**config.mk**
```make
export PLATFORM = sky130hd
export DESIGN_NAME = bc_band_collect
export DESIGN_NICKNAME = d
export VERILOG_FILES = /design/src/rtl/bc_band_collect_pkg.sv /design/src/rtl/bc_frame_fifo.sv /design/src/rtl/bc_band_collect.sv
export SDC_FILE = /design/constraint.sdc
export NUM_CORES = 1
export LEC_CHECK = 0
export CAP_MARGIN = 20
export CORE_ASPECT_RATIO = 0.8
export CORE_MARGIN = 5
export CORE_UTILIZATION = 62
export DETAILED_ROUTE_END_ITERATION = 8
export PLACE_DENSITY_LB_ADDON = 0.12
export SYNTH_ARGS = -nofsm -noshare
export SYNTH_HDL_FRONTEND = slang
export SYNTH_SLANG_ARGS = --single-unit
export TNS_END_PERCENT = 10
```
**constraint.sdc**
```tcl
create_clock -name clock -period 4.6 [get_ports clock]
set_input_delay 0.69 -clock clock [delete_from_list [all_inputs] [get_ports clock]]
set_output_delay 0.69 -clock clock [all_outputs]
set_load 0.02 [all_outputs]
```
**src/rtl/bc_band_collect_pkg.sv**
```systemverilog
// Shared types and constants for the band frame collector.
// The frame holds one sample per filter-bank band, band 0 in the low slice.
package bc_pkg;

  localparam int BC_N      = 8;
  localparam int BC_PHASES = 4;

  typedef logic [BC_N-1:0]       bc_sample_t;
  typedef bc_sample_t [3:0]      bc_frame_t;
  typedef logic [1:0]            bc_phase_t;

endpackage

```
**src/rtl/bc_frame_fifo.sv**
```systemverilog
// Synchronous frame FIFO with separate occupancy counter and cleared storage.
// A push into a full FIFO is accepted only when a pop frees a slot in the same cycle.
module bc_frame_fifo #(
  parameter  int WIDTH = 32,
  parameter  int DEPTH = 4,
  localparam int AW    = $clog2(DEPTH)
) (
  input  logic             clock,
  input  logic             reset,
  input  logic             push,
  input  logic             pop,
  input  logic [WIDTH-1:0] wdata,
  output logic [WIDTH-1:0] rdata,
  output logic [AW:0]      level,
  output logic             full,
  output logic             empty
);

  localparam logic [AW-1:0] PTR_ONE = 1;
  localparam logic [AW:0]   LVL_ONE = 1;

  logic [WIDTH-1:0] mem [DEPTH];
  logic [AW-1:0]    wr_ptr;
  logic [AW-1:0]    rd_ptr;
  logic             pop_ok;
  logic             push_ok;

  assign full    = (level == (AW+1)'(DEPTH));
  assign empty   = (level == '0);
  assign pop_ok  = pop && !empty;
  assign push_ok = push && (!full || pop_ok);
  assign rdata   = mem[rd_ptr];

  // NOTE: storage is reset so the head output reads as zero out of reset;
  // this keeps the array in flops rather than a RAM macro.
  always_ff @(posedge clock or negedge reset) begin
    if (!reset) begin
      for (int i = 0; i < DEPTH; i++) mem[i] <= '0;
      wr_ptr <= '0;
      rd_ptr <= '0;
      level  <= '0;
    end else begin
      if (push_ok) begin
        mem[wr_ptr] <= wdata;
        wr_ptr      <= wr_ptr + PTR_ONE;
      end
      if (pop_ok) rd_ptr <= rd_ptr + PTR_ONE;
      case ({push_ok, pop_ok})
        2'b10:   level <= level + LVL_ONE;
        2'b01:   level <= level - LVL_ONE;
        default: level <= level;
      endcase
    end
  end

endmodule

```
**src/rtl/bc_band_collect.sv**
```systemverilog
// Collects the filter bank's time-multiplexed sub-band samples into aligned
// 4-band frames on a free-running 4-phase schedule and queues them for output.
module bc_band_collect
  import bc_pkg::*;
#(
  parameter  int N           = BC_N,
  parameter  int DEPTH       = 4,
  parameter  int SKIP_FRAMES = 0,
  localparam int LW          = $clog2(DEPTH) + 1
) (
  input  logic           clock,
  input  logic           reset,
  input  logic [4*N-1:0] in,
  output logic [4*N-1:0] out_frame,
  output logic           out_valid,
  input  logic           out_ready,
  input  logic           clr_ovf,
  output logic           overflow,
  output logic [LW-1:0]  level
);

  localparam bc_phase_t LAST_PHASE = bc_phase_t'(BC_PHASES - 1);

  bc_phase_t      phase;
  logic [N-1:0]   hold [3];
  logic [7:0]     skip_cnt;
  logic           frame_done;
  logic           take;
  logic           pop;
  logic           push;
  logic           drop;
  logic           full;
  logic           empty;
  logic [4*N-1:0] wdata;

  assign frame_done = (phase == LAST_PHASE);
  assign take       = frame_done && (skip_cnt == 8'd0);
  assign pop        = out_valid && out_ready;
  // A pop in the same cycle frees the slot the completed frame needs.
  assign push       = take && (!full || pop);
  assign drop       = take && full && !pop;
  assign out_valid  = !empty;
  // Band 3 is taken straight from the bus in the phase it arrives.
  assign wdata      = {in[4*N-1:3*N], hold[2], hold[1], hold[0]};

  // NOTE: all state below uses non-blocking assignments so every register
  // samples pre-edge values regardless of statement order.
  always_ff @(posedge clock or negedge reset) begin
    if (!reset) begin
      phase    <= '0;
      for (int k = 0; k < 3; k++) hold[k] <= '0;
      skip_cnt <= 8'(SKIP_FRAMES);
      overflow <= 1'b0;
    end else begin
      phase <= phase + 2'd1;
      for (int k = 0; k < 3; k++)
        if (phase == bc_phase_t'(k)) hold[k] <= in[k*N +: N];
      if (frame_done && skip_cnt != 8'd0) skip_cnt <= skip_cnt - 8'd1;
      if (drop)         overflow <= 1'b1;
      else if (clr_ovf) overflow <= 1'b0;
    end
  end

  bc_frame_fifo #(
    .WIDTH (4*N),
    .DEPTH (DEPTH)
  ) u_fifo (
    .clock (clock),
    .reset (reset),
    .push  (push),
    .pop   (pop),
    .wdata (wdata),
    .rdata (out_frame),
    .level (level),
    .full  (full),
    .empty (empty)
  );

endmodule

```
Word level (Yosys, flattened, before mapping) --
Cells that the tools add are included.
Operators by class: mux-type cells 9, reductions and logical operators 20, bitwise operators 2, order comparisons 3, $add $sub $neg 6, equal/unequal tests 6
Operators by type and width (count):
- $bwmux 128 | 1
- $mux 32 | 3
- $bmux 32 s2 | 1
- $demux 32 s2 | 1
- $logic_and 1x1->1 | 9
- $logic_not 8->1 | 1
- $reduce_bool 8->1 | 1
- $sub 8x1->8 const B | 1
- $add 2x1->2 const B | 3
- $eq 2x2->1 const B | 3
- $ge 3x3->1 const B | 2
- $not 2->3 | 2
- $pmux 3 s2 | 1
- $eq 2x1->1 const B | 2
- $reduce_bool 2->1 | 2
- $add 3x1->3 const B | 1
- $eq 3x3->1 const B | 1
- $logic_not 1->1 | 3
- $logic_not 3->1 | 1
- $lt 3x1->1 const B | 1
- $sub 3x1->3 const B | 1
- $logic_not 2->1 | 1
- $logic_or 1x1->1 | 2
- $mux 1 | 2
Storage, ports and cells: output and inout bits 37, register bits after elaboration 170, logic and storage cells 59

Depth between registers and ports, before layout --
Gate-level depths: netlist (run 1).
depth after elaboration 8, gate-level depth with buffers 12

Modules after synthesis --
Synthesis (run 1) repeated with hierarchy kept, for this count alone.
Unflattened totals: cells, all modules 453, area total of the unflattened synthesis 7454.6 µm²
Modules (own cells, without submodules):
- bc_frame_fifo | area each 5973.2 µm², cells an instance 349, seq. area each 3378.2 µm², times used 1
- bc_band_collect | area each 1481.4 µm², cells an instance 104, seq. area each 875.8 µm², times used 1

Least setup slack after synthesis (run 1) --
OpenSTA, ideal clock, no wires.
path kind input to register, from input out_ready, to register u_fifo.level[2], required time 4.520 ns, buffers on the path 1, setup time 0.080 ns, slack 1.987 ns, stages on the path 10, data arrival time 2.533 ns, cell sequence or4b_4 > and4_4 > buf_12 > inv_1 > ha_1 > inv_1 > fa_1 > xor2_1 > nor2_1 > xor2_1
On the way: word-level cells in the longest chain between the ends 6, elaborated cells between the ends (all ways) 10, classes of those cells 2 x eq/ne; 1 x mux; 7 x reduce/logical
RTL lines:
- start: declaration | line bc_band_collect.sv:16 | input logic out_ready,
- $logic_and 1x1->1 (*) | line bc_band_collect.sv:38 | assign pop = out_valid && out_ready;
- $logic_or 1x1->1 / $logic_and 1x1->1 (equally long branches) | line bc_band_collect.sv:40, bc_frame_fifo.sv:30
- $logic_and 1x1->1 / $logic_or 1x1->1 (equally long branches) | line bc_band_collect.sv:40, bc_frame_fifo.sv:31
- $logic_and 1x1->1 | line bc_frame_fifo.sv:31 | assign push_ok = push && (!full || pop_ok);
- $eq 2x1->1 / $eq 2x2->1 (equally long branches) | line bc_frame_fifo.sv:48 | case ({push_ok, pop_ok})
- $pmux 3 s2 / $reduce_bool 2->1 (equally long branches)
- end signal: assignment | line bc_frame_fifo.sv:49 | 2'b10: level <= level + LVL_ONE;
- end signal: assignment | line bc_frame_fifo.sv:50 | 2'b01: level <= level - LVL_ONE;
- end signal: assignment | line bc_frame_fifo.sv:51 | default: level <= level;
- end: declaration | line bc_frame_fifo.sv:14 | output logic [AW:0] level,
Every way passes the cells marked *; elsewhere a longest branch is shown, timed or not. A chain may end at the register's enable or synchronous reset.

Worst setup path after layout (run 1) --
from register u_fifo.rd_ptr[0], to output out_frame[2]
On the way: word-level cells in the longest chain between the ends 4
RTL lines:
- start: declaration | line bc_frame_fifo.sv:24 | logic [AW-1:0] rd_ptr;
- start signal: assignment | line bc_frame_fifo.sv:47 | if (pop_ok) rd_ptr <= rd_ptr + PTR_ONE;
- $not 2->3 (implied by the code) | line bc_frame_fifo.sv:32 | assign rdata = mem[rd_ptr];
- $bmux 32 s2 | line bc_frame_fifo.sv:32
- $mux 32 (implied by the code) (2 in a row) | line bc_frame_fifo.sv:32
- end: declaration | line bc_band_collect.sv:14 | output logic [4*N-1:0] out_frame,
Every way passes these cells. The select of a mux whose other input is x is not followed.

==> results of run 1 <==
-- final cells by class --
class / instances / area share (%)
multi-input combinational: 245 / 36.8
sequential: 170 / 45.7
timing repair buffer: 75 / 7.99
clock inverter: 6 / 1.17
inverter: 13 / 0.524
clock buffer: 26 / 5.47
tap: 175 / 2.35
-- layout by cell type, fill, tap and decap left out, types with 4 or more instances in the layout --
master | netlist | routed
clkbuf_1 | 8 | 4
mux2_2 | 33 | 33
clkbuf_8 | 0 | 5
mux4_2 | 32 | 32
xnor2_1 | 4 | 4
o21ai_0 | 4 | 4
inv_1 | 13 | 13
ha_1 | 11 | 11
mux2_4 | 120 | 120
dfrtp_1 | 170 | 168
nor3_1 | 5 | 5
clkbuf_16 | 0 | 17
clkdlybuf4s50_1 | 0 | 71
nand2_1 | 6 | 6
xor2_1 | 4 | 4
nand2_8 | 4 | 4
-- worst max-delay path: stages (launching register included) --
cell and delay [ns]:
dfrtp_2 0.82, buf_4 0.44, mux4_2 0.57, clkdlybuf4s50_1 0.56
-- flip-flops by register name, summed over array words and instances, names as in the netlist --
name           flops
hold              24
overflow           1
phase              2
skip_cnt           8
u_fifo.level       3
u_fifo.mem       128
u_fifo.rd_ptr      2
u_fifo.wr_ptr      2
-- stage by stage --
step	instance area, um2	cells	worst slack (ns)	utilization (%)	total power (W)
5_1_grt	9320	710	0.901	72.9	0.00708
6_report	9320	710	1.09	72.9	0.00676
2_1_floorplan	8040	452	1.99	-	0.00433
3_3_place_gp	8700	678	1.49	68.1	0.00522
4_1_cts	9320	710	1.00	72.9	0.00682
3_5_place_dp	8700	678	1.42	68.1	0.00529
-- cell families (layout without fill, tap and decap cells) --
family	after synthesis	count (layout)	share of synthesized area, %
XOR/XNOR	8	8	0.872
AO/OA/AOI/OAI	10	10	0.763
AND/OR/NAND/NOR	29	29	2.96
multiplexers	186	186	36.1
buffers and inverters	37	120	4.40
flip-flops	170	170	52.9
adder cells (fa/ha/maj)	12	12	1.96
-- power by group --
group | total (W) | internal, W | switching [W]
logic | 0.00266 | 0.00173 | 0.000926
registers | 0.00262 | 0.00212 | 0.000499
clock network | 0.00148 | 0.000927 | 0.000557
-- final timing paths --
| path | startpoint | to | cells past startpoint | slack (ns) |
|---|---|---|---|---|
| max | u_fifo.rd_ptr[0]$_DFFE_PN0P_ | out_frame[2] | 3 | 1.09 |
| min reg2reg | phase[0]$_DFF_PN0_ | phase[0]$_DFF_PN0_ | 1 | 0.50 |
| min in group clock | phase[0]$_DFF_PN0_ | phase[0]$_DFF_PN0_ | 1 | 0.50 |
| min | reset | u_fifo.mem[121]$_DFFE_PN0P_ | 1 | 0.30 |
| max reg2reg | u_fifo.level[1]$_DFFE_PN0P_ | u_fifo.level[2]$_DFFE_PN0P_ | 9 | 2.04 |
| max in group asynchronous | reset | u_fifo.mem[3]$_DFFE_PN0P_ | 2 | 3.19 |
-- routing by layer --
metal	share of wire [%]	wire length, um
met5	0	0
met4	1.4	201
met3	3.7	546
met2	47	6910
met1	48	7190
==> summary.md, run 1 <==
| Metric | Value |
|---|---|
| Met2 usage | `30.6%` |
| Die X | `137 um` |
| Clock Latency Late Sink | `0.43 ns` |
| Via Count | `4022` |
| Worst Skew | `0.00730 ns` |
| Hold WC Path Type | `in -> async` |
| Final setup fails | `0` |
| Synth Flop Type | `dfrtp_1` |
| Avg Vias per Cell | `5.66` |
| Layout net count | `570` |
| Drt total wl | `14.9 mm` |
| Post-Syn Area | `8040 um2` |
| DR iter-0 viols | `237` |
| Antenna cells | `0` |
| Slew HR | `37.2%` |
| CTS Buf Count | `17` |
| Slew @ Worst Pin | `0.942 ns` |
| Most common cell in the netlist | `dfrtp_1` |
| Cell accounting for the most synthesized area | `dfrtp_1` |
| Drt first pass iters | `4` |
| PwrDens | `725 nW/um2` |
| Max_cap viols | `0` |
| Initial core utilization | `62.9%` |
| WL per Instance | `20.9 um` |
| GRT met3 Usage | `5.19%` |
| GRT met1 Usage | `30.5%` |
| Area of the multi-input gates | `3430 um2` |
| Top post-synthesis cells by area | `dfrtp_1, mux2_4, mux4_2` |
| Final min period | `3.51 ns` |
| Core area | `12800 um2` |
| Die H | `112 um` |
| CP arrival | `2.82 ns` |
| Post-synth EDFFs | `0` |
| DR DRC count | `0` |
| Final period utilization | `76.4%` |
| Initial antenna violation count | `0` |
| Pin count of the biggest net entering global routing | `88` |
| Seq/Total Area, Yosys | `52.9%` |
| Count of cell types in the netlist | `31` |
| Setup Crit Path Kind | `reg -> out` |
| Synthesis-to-layout area growth | `15.9%` |
| WP data required | `3.91 ns` |
| Register area | `4260 um2` |
| # hold bufs at CTS | `0` |
| RSZ-0062 raised after global routing | `false` |
| Synth Register Bits | `170` |
| Share of layout cells above drive strength 1 | `42.4%` |
| Final GP Congestion | `0.723` |
| Reg clk slew, reported paths | `0.06 ns` |
| Fill count | `818` |
| CP Max Fanout | `20` |
| DIE AREA | `15400 um2` |
| Final hold violation count | `0` |
| Number of global-route vias before repair | `4448` |
| Port Buffers | `72` |
| GRT Residual Overflow | `0` |
| Post CTS Setup Buffer Count | `0` |
| Crit end category | `primary output` |
| Status | `completed` |
| Dpl hpwl | `8.97 mm` |
| Gr busiest metal | `met2` |
| First-pass GRT wire length | `24.2 mm` |
| GRT Overall Usage | `20.7%` |
| Hold_ws | `0.305 ns` |
| Fmax | `285 MHz` |
| CTS Root Cell | `clkbuf_16` |
| Synth cell count leaders | `dfrtp_1, mux2_4, mux2_2, mux4_2` |
| Yosys warnings | `0` |
| Boundary Pins | `73` |
| Worst setup SP type | `flop` |
| Ys async rst share | `100%` |
| Clk sinks | `170` |
| Syn_area_per_cell | `17.8 um2` |
| H-Tree Depth | `4` |
| CTS tree | `yes` |
| Peak VDD IR | `0.360 mV` |
| Top cell type's share of synthesized area | `52.9%` |
| Post-CTS sizing | `0` |
| Row count | `37` |
| Setup TNS | `0 ns` |
| Final Max Tran Viols | `0` |
| Synth Net Count | `500` |
| Clock Path Buffers | `2` |
| Cell count after synthesis | `452` |
| Final ANT Viol Nets | `0` |
| Leakage | `4.36 nW` |
Note: power is estimated with default switching activity, not from simulation.
==> run 2, diff against run 1 <==
--- a/config.mk
+++ b/config.mk
@@ -8,7 +8,7 @@
 export CAP_MARGIN = 20
 export CORE_ASPECT_RATIO = 0.8
 export CORE_MARGIN = 5
-export CORE_UTILIZATION = 62
+export CORE_UTILIZATION = 52
 export DETAILED_ROUTE_END_ITERATION = 8
 export PLACE_DENSITY_LB_ADDON = 0.12
 export SYNTH_ARGS = -nofsm -noshare
==> constraint.sdc (replaced) <==
create_clock -name clock -period 2.9 [get_ports clock]
set_input_delay 0.435 -clock clock [delete_from_list [all_inputs] [get_ports clock]]
set_output_delay 0.435 -clock clock [all_outputs]
set_load 0.02 [all_outputs]
==> summary.md, run 2 (synthesized netlist as in run 1, its figures left out) <==
| Metric | Value |
|---|---|
| Status | `completed` |
| Critical R2R Launch | `u_fifo.level[1]$_DFFE_PN0P_` |
| Number of global-route vias before repair | `4457` |
| DIE AREA | `18100 um2` |
| Share of layout cells above drive strength 1 | `43.6%` |
| Top reg by flops | `u_fifo.mem` |
| Setup Crit Path Kind | `reg -> out` |
| Fmax | `371 MHz` |
| Fill count | `1110` |
| Final hold violation count | `0` |
| # hold bufs at CTS | `0` |
| Pin count of the biggest net entering global routing | `82` |
| PwrDens | `1140 nW/um2` |
| Slowest CP cell | `mux4_2` |
| GRT Residual Overflow | `0` |
| H-Tree Depth | `4` |
| CTS Buf Count | `17` |
| DR DRC count | `0` |
| Clk sinks | `170` |
| Row count | `40` |
| Die H | `121 um` |
| Initial antenna violation count | `0` |
| DR iter-0 viols | `156` |
| Max FFs per register | `128` |
| Slew @ Worst Pin | `0.751 ns` |
| RSZ-0062 raised after global routing | `false` |
| Reg clk slew, reported paths | `0.06 ns` |
| Commonest non-fill, non-tap cell in the layout | `dfrtp_1` |
| Final setup fails | `0` |
| First-pass GRT wire length | `24.0 mm` |
| CP arrival | `2.26 ns` |
| WL per Instance | `19.3 um` |
| Critical path's top delay family | `buffers and inverters` |
| Boundary Pins | `73` |
| Clock Latency Late Sink | `0.43 ns` |
| Layout net count | `574` |
| Worst path max stage delay | `0.60 ns` |
| Worst path bufs/invs | `2` |
| Final GP Congestion | `0.775` |
| GRT Overall Usage | `17.4%` |
| Dpl hpwl | `8.95 mm` |
| Final period utilization | `92.8%` |
| Port Buffers | `72` |
| Hold_ws | `0.0384 ns` |
| Most frequent cells in the layout | `dfrtp_1, mux2_4, clkdlybuf4s50_1, mux2_2, mux4_2` |
| Hold WC Path Type | `in -> async` |
| Max_cap viols | `0` |
| CTS tree | `yes` |
| Drt total wl | `14.5 mm` |
| Core area | `15100 um2` |
| Initial core utilization | `53.2%` |
| Leakage | `4.39 nW` |
| Final ANT Viol Nets | `0` |
| WP data required | `2.47 ns` |
| Final min period | `2.69 ns` |
| Via Count | `3992` |
| Worst setup SP type | `flop` |
| Reg2reg end | `u_fifo.level[2]$_DFFE_PN0P_` |
| Drt first pass iters | `4` |
| Post-CTS sizing | `0` |
| Die X | `149 um` |
| Synthesis-to-layout area growth | `17.2%` |
| Peak VDD IR | `0.580 mV` |
| CP Max Fanout | `14` |
| Crit end category | `primary output` |
| CTS Root Cell | `clkbuf_16` |
| Worst Skew | `0.00851 ns` |
| Slew HR | `49.9%` |
| Avg Vias per Cell | `5.33` |
| Critical Path, Cell by Cell | `buf_4 -> mux4_2 -> clkdlybuf4s50_1` |
| Clock Path Buffers | `2` |
| Setup TNS | `0 ns` |
| Antenna cells | `0` |
| Largest regs | `u_fifo.mem x128, hold x24, skip_cnt x8` |
| Worst R2R Path Depth | `9` |
| Post CTS Setup Buffer Count | `0` |
| Flop-to-flop setup slack | `0.55 ns` |
| Final Max Tran Viols | `0` |
[run 2: cell count changes in the layout (fill, tap and decap cells not counted), sizes merged]
| cell | before | now |
|---|---|---|
| inv | 13 | 14 |
| clkinvlp | 0 | 3 |
| clkbuf | 26 | 17 |
| buf | 4 | 8 |
| clkinv | 3 | 8 |
[run 2: per-layer routing]
layer	vias to the layer above	routed length, um	GRT usage, %
met5	-	0	0
met4	0	178	5.32
met3	14	572	4.59
met2	72	6610	25.8
met1	2113	7130	25.2
li1	1793	-	-
[run 2: how the worst max path moves through the flow]
stage | from | endpoint | slack, ns | cells past startpoint
floorplan | u_fifo.level[1]$_DFFE_PN0P_ | u_fifo.level[2]$_DFFE_PN0P_ | 0.43 | 10
global placement | out_ready | u_fifo.level[2]$_DFFE_PN0P_ | 0.25 | 10
detailed placement | out_ready | u_fifo.level[2]$_DFFE_PN0P_ | 0.15 | 10
CTS | u_fifo.rd_ptr[0]$_DFFE_PN0P_ | out_frame[5] | 0.17 | 3
global route | u_fifo.rd_ptr[0]$_DFFE_PN0P_ | out_frame[5] | 0.11 | 3
finish | u_fifo.rd_ptr[0]$_DFFE_PN0P_ | out_frame[3] | 0.21 | 3
[run 2: final cells by class]
class / count / area [um2] / share of cell area (%)
sequential: 170 / 4260 / 45.2
multi-input combinational: 245 / 3430 / 36.4
timing repair buffer: 79 / 825 / 8.75
clock buffer: 17 / 425 / 4.51
tap: 210 / 263 / 2.79
clock inverter: 15 / 176 / 1.87
inverter: 13 / 48.8 / 0.518
[run 2: stage by stage]
stage	util [%]	power, W	setup slack (ns)	area [um2]	instances
final	62.4	0.0107	0.207	9430	749
after global placement	58.4	0.00838	0.248	8820	717
after detailed placement	58.4	0.00850	0.148	8820	717
after floorplan	-	0.00686	0.429	8040	452
after CTS	62.4	0.0109	0.170	9430	749
after global routing	62.4	0.0113	0.109	9430	749
[run 2: power by group]
part	switching, W	leakage [nW]	total [W]	internal, W
clock network	0.000954	0.289	0.00231	0.00135
registers	0.000587	2.01	0.00395	0.00336
logic	0.00167	2.09	0.00449	0.00282
total	0.00321	4.39	0.0107	0.00753
==> run 3, diff against run 2 <==
--- a/config.mk
+++ b/config.mk
@@ -5,6 +5,7 @@
 export SDC_FILE = /design/constraint.sdc
 export NUM_CORES = 1
 export LEC_CHECK = 0
+export ABC_CLOCK_PERIOD_IN_PS = 2900
 export CAP_MARGIN = 20
 export CORE_ASPECT_RATIO = 0.8
 export CORE_MARGIN = 5
==> results of run 3 <==
Final layout, timing and power as in run 2 (identical DEF).
